## config.mk

```make
export PLATFORM = sky130hd
export DESIGN_NAME = pipe_ctrl
export DESIGN_NICKNAME = d
export VERILOG_FILES = /design/src/rtl/pipe_ctrl.sv
export SDC_FILE = /design/constraint.sdc
export NUM_CORES = 1
export LEC_CHECK = 0
export BUFFER_PORTS_ARGS = -buffer_cell sky130_fd_sc_hd__buf_2
export CAP_MARGIN = 20
export CORE_MARGIN = 2
export CORE_UTILIZATION = 38
export CTS_CLUSTER_DIAMETER = 40
export CTS_CLUSTER_SIZE = 28
export DETAILED_ROUTE_END_ITERATION = 8
export GPL_TIMING_DRIVEN = 0
export HOLD_SLACK_MARGIN = 0.05
export PLACE_DENSITY = 0.89
export SLEW_MARGIN = 40
export SYNTH_ARGS = -nofsm -noshare
export SYNTH_HDL_FRONTEND = slang
export SYNTH_SLANG_ARGS = --single-unit
```

## constraint.sdc

```tcl
create_clock -name clk -period 1.8 [get_ports clk]
set_input_delay 0.18 -clock clk [delete_from_list [all_inputs] [get_ports clk]]
set_output_delay 0.18 -clock clk [all_outputs]
set_load 0.05 [all_outputs]
```

## src/rtl/pipe_ctrl.sv

```systemverilog
// Pipeline sequencer: merges stage stall requests, raises flush/new_pc on exceptions and ERET,
// holds flush for a drain period and runs a stall watchdog. Optional counters: PIPE_CTRL_PERF_EN.
module pipe_ctrl #(
  parameter logic [31:0] EXC_VECTOR    = 32'hBFC00380,
  parameter int          FLUSH_CYCLES  = 1,
  parameter logic [15:0] STALL_TIMEOUT = 16'd1024
) (
  input  logic        clk,
  input  logic        rst,
  input  logic        stallreq_if,
  input  logic        stallreq_id,
  input  logic        stallreq_ex,
  input  logic        stallreq_mem,
  input  logic [31:0] excepttype,
  input  logic [31:0] cp0_epc,
  output logic [5:0]  stall,
  output logic        flush,
  output logic [31:0] new_pc,
  output logic        busy_flush,
  output logic        stall_timeout,
  output logic [31:0] perf_stall_cyc,
  output logic [31:0] perf_exc_cnt
);

  // state | meaning
  // RUN   | normal flow; stalls merged, exceptions accepted (Mealy flush)
  // DRAIN | flush held for the remaining drain cycles; exceptions ignored
  typedef enum logic {RUN, DRAIN} state_t;

  localparam int DW = (FLUSH_CYCLES > 2) ? $clog2(FLUSH_CYCLES) : 1;
  localparam logic [DW-1:0] DRAIN_INIT = DW'((FLUSH_CYCLES > 1) ? FLUSH_CYCLES - 2 : 0);
  localparam logic [31:0] ERET_CODE = 32'hE;

  state_t       state;
  logic [DW-1:0] drain_cnt;
  logic [31:0]  new_pc_q;
  logic [15:0]  wd_cnt;
  logic [15:0]  wd_inc;
  logic [5:0]   stall_req;
  logic [31:0]  exc_target;
  logic         exc_take;

  assign exc_take   = (state == RUN) && (excepttype != 32'h0);
  assign exc_target = (excepttype == ERET_CODE) ? cp0_epc : EXC_VECTOR;

  always_comb begin
    stall_req = 6'b000000;
    if (stallreq_mem)     stall_req = 6'b011111;
    else if (stallreq_ex) stall_req = 6'b001111;
    else if (stallreq_id) stall_req = 6'b000111;
    else if (stallreq_if) stall_req = 6'b000011;
  end

  // Outputs are forced low while reset is held, independent of the clock.
  always_comb begin
    stall  = 6'b000000;
    flush  = 1'b0;
    new_pc = 32'h0;
    if (rst) begin
      if (state == DRAIN) begin
        flush  = 1'b1;
        new_pc = new_pc_q;
      end else if (exc_take) begin
        flush  = 1'b1;
        new_pc = exc_target;
      end else begin
        stall  = stall_req;
      end
    end
  end

  always_ff @(posedge clk or negedge rst) begin
    if (!rst) begin
      state      <= RUN;
      drain_cnt  <= '0;
      new_pc_q   <= 32'h0;
      busy_flush <= 1'b0;
    end else begin
      case (state)
        RUN: begin
          if (exc_take) begin
            new_pc_q <= exc_target;
            if (FLUSH_CYCLES > 1) begin
              state      <= DRAIN;
              drain_cnt  <= DRAIN_INIT;
              busy_flush <= 1'b1;
            end
          end
        end
        DRAIN: begin
          if (drain_cnt == '0) begin
            state      <= RUN;
            busy_flush <= 1'b0;
          end else begin
            drain_cnt <= drain_cnt - 1'b1;
          end
        end
        default: begin
          state      <= RUN;
          busy_flush <= 1'b0;
        end
      endcase
    end
  end

  assign wd_inc = (wd_cnt == 16'hFFFF) ? 16'hFFFF : wd_cnt + 16'd1;

  // The flag sets on the edge where the count reaches the limit, not one cycle later.
  always_ff @(posedge clk or negedge rst) begin
    if (!rst) begin
      wd_cnt        <= 16'h0;
      stall_timeout <= 1'b0;
    end else if ((stall == 6'b000000) || flush) begin
      wd_cnt <= 16'h0;
    end else begin
      wd_cnt <= wd_inc;
      if ((STALL_TIMEOUT != 16'h0) && (wd_inc == STALL_TIMEOUT))
        stall_timeout <= 1'b1;
    end
  end

`ifdef PIPE_CTRL_PERF_EN
  always_ff @(posedge clk or negedge rst) begin
    if (!rst) begin
      perf_stall_cyc <= 32'h0;
      perf_exc_cnt   <= 32'h0;
    end else begin
      if (stall != 6'b000000) perf_stall_cyc <= perf_stall_cyc + 32'd1;
      if (exc_take)           perf_exc_cnt   <= perf_exc_cnt + 32'd1;
    end
  end
`else
  assign perf_stall_cyc = 32'h0;
  assign perf_exc_cnt   = 32'h0;
`endif

endmodule

```

==> summary.md <==
| Metric | Value |
|---|---|
| Post-layout worst setup margin | -0.00177 ns |
| Power, Total | approximately 1300 uW |
| Kind of critical path | flip-flop to flip-flop |
| Crit path time final | 1.80 ns |
| Nature of the critical path endpoint | flip-flop |
| Clk slew on worst S/H paths | 0.07 ns |
| Worst Path Max Fanout | 3 |
| Flip-flop and latch count after synthesis | 17 |
| EDFF count, synth | 0 |
| P&R area growth vs syn | 80.3% |
| HPWL after DPL | 4600 um |
| Sum Neg Setup Slack | -0.00177 ns |
| Initial antenna violation count | 0 |
| Most frequent cells in the layout | 83 x buf_2, 79 x buf_4, 66 x conb_1 |
| Lkg Pwr | 0.00189 uW |
| Grt ovf | 0 |
| Hold Crit Class | input port to async pin |
| Fin crit share | 100% |
| Final non-filler cell total | between 500 and 600 |
| Yosys Warn Count | 0 |
| Final max-slew violation count | 0 |
| IO buf count | 108 |
| Final core utilization | 71.8% |
| Multi-input combinational cell area | about 1300 um^2 |
| Vias per inst | 4.45 |
| DR DRC count | 0 |
| Drt pass-1 iters | 5 |
| # setup viols final | 1 |
| First-pass GRT wire length | 9460 um |
| Core area | 4790 um^2 |
| Worst reg2reg path startpoint | wd_cnt[5] |
| CTS H-tree lvls | 1 |
| Commonest non-fill, non-tap cell in the layout | buf_2 |
| TritonCTS buffer count | 3 |
| Final Hold Fails | 0 |
| Worst R2R End | stall_timeout |
| Failing checks | negative setup slack |
| # IOs | 175 |
| GP Congestion | 0.979 |
| Top FF cell, synth | dfrtp_1 |
| Fillers | 367 |
| Worst reg-to-reg setup slack | -0.002 ns |
| Syn Area/Cell | 7.72 um^2 |
| Sequential area share after synthesis | 22.3% |
| # clock sinks | 17 |
| Max Root-Sink Buffers | 2 |
| Row count | 25 |
| Critical Path Source Type | flip-flop |
| Vias after detailed routing | 2256 |
| Die Height | approximately 75 um |
| Layout cells sized above 1 | 58.0% |
| DP Worst Slack | -0.213 ns |
| Die ar. | 5600 um^2 |
| PD cells | 380 nW/um^2 |
| Synthesized instance count | approximately 250 |
| Number of global-route vias before repair | 2072 |
| Area of the mapped netlist | 1910 um^2 |
| Final nets | 512 |
| Tot GR Track Use | between 20 and 25% |
| Routed WL | 6740 um |
| CTS tree | built |
| WP data arrival | 2.00 ns |
| Starting DRC count in detailed routing | between 100 and 150 |
| Die span in x | 74.8 um |
| Post-DR wirelength/cell | 13.3 um |
| Clk Latency, worst-skew pair | 0.26 ns |
| RSZ-0062 raised after global routing | yes |
| Clk root buf | clkbuf_8 |
| Placed Instances | 487 |
| Max VDD drop | 0.246 mV |
| DRT antenna net count | 0 |
| CP Data Required Time | between 1.5 and 2 ns |
| Worst Clk Skew | 0.00311 ns |
| FFs w/ async S/R, synth | 100% |
| Outcome | finished, violations left |
| Initial core utilization | 39.8% |
| Achievable frequency | roughly 0.56 GHz |
| Sequential Area | approximately 430 um^2 |
| Max-Cap Viols | 0 |
| Synth unique cells | 40 |
| Largest net degree at the start of global routing | 18 |
| Cell count of the worst reg-to-reg path | 5 |
| Antenna Diode Count | 0 |
## worst max-delay path by stage
| stage | start | to | slack, ns |
|---|---|---|---|
| finish | wd_cnt[5] | stall_timeout | -0.002 |
| global route | wd_cnt[5] | stall_timeout | -0.07 |
| CTS | excepttype[26] | new_pc[17] | 0.0004 |
| detailed placement | excepttype[25] | new_pc[12] | -0.21 |
| global placement | stallreq_mem | stall[1] | -0.18 |
| floorplan | excepttype[29] | new_pc[23] | 0.004 |
## report_power, final
| group | internal [uW] | switching, uW | total (uW) |
|---|---|---|---|
| clock network | 157 | 132 | 290 |
| logic | 187 | 448 | 635 |
| registers | 382 | 0.0000000181 | 382 |
## final cells by class
cell class                      instances  share of cell area, %
Buffer                                 74                   16.5
Clock buffer                            4                   1.31
Inverter                               19                   2.18
Multi-Input combinational cell        202                   38.4
Sequential cell                        17                   12.5
Tap cell                               67                   2.44
Timing Repair Buffer                  124                   26.6
## kinds of logic (layout without fill, tap and decap cells)
kind of cell             after synthesis  count (layout)  synth area share, %
buffers and inverters                 93             221                 31.8
AND/OR/NAND/NOR                       85              85                 26.8
AO/OA/AOI/OAI                         35              35                 11.2
flip-flops                            17              17                 22.3
XOR/XNOR                              11              11                 5.05
multiplexers                           4               4                 2.10
adder cells (fa/ha/maj)                1               1                0.656
other                                  1              66                0.197
## registers in the layout, indices dropped and copies added, names as in the netlist
signal and count:
wd_cnt 16, stall_timeout 1
## routing by layer
metal	vias up	share of wire [%]	GRT usage [%]
li1	1083	-	-
met1	1020	32	23.6
met3	21	8.3	2.68
met5	-	0	0
met2	132	57	43.8
met4	0	3.0	8.93
## through the flow
step | instance area (um^2) | hold slack, ns
after floorplan | 2170 | -0.116
after global placement | 2790 | 0.136
after detailed placement | 2790 | 0.138
after CTS | 3150 | 0.483
after global routing | 3440 | 0.0696
final | 3440 | 0.0221
## synthesized netlist by cell type (3+ instances only)
cell / n / area [um^2]
a21oi_1: 24 / 120
and2_1: 21 / 131
and3_1: 4 / 25.0
and4_1: 3 / 26.3
buf_2: 4 / 20.0
buf_4: 67 / 503
clkbuf_1: 3 / 11.3
dfrtp_1: 17 / 425
inv_1: 19 / 71.3
mux2i_1: 4 / 40.0
nand2_1: 7 / 26.3
nand3_1: 6 / 30.0
nand4_1: 4 / 25.0
nor2_1: 13 / 48.8
nor3_1: 6 / 30.0
nor4_1: 7 / 43.8
xnor2_1: 9 / 78.8
## timing repair
action / 4_1_cts / 5_1_grt
resized for setup: 66 / 70
buffers inserted: 11 / 2
gates cloned: 0 / 2
endpoints found under the hold margin: 17 / 0
endpoints found under the setup margin: 46 / 48
hold buffers: 1 / 0
pin swaps: 9 / 30
## critical path: stages, from the launching register on
cell	delay, ns
dfrtp_2	0.43
or4_4	0.52
nor3_1	0.20
a31oi_1	0.08
nor4b_2	0.29
a41o_1	0.21
Note: power is estimated with default switching activity, not from simulation.
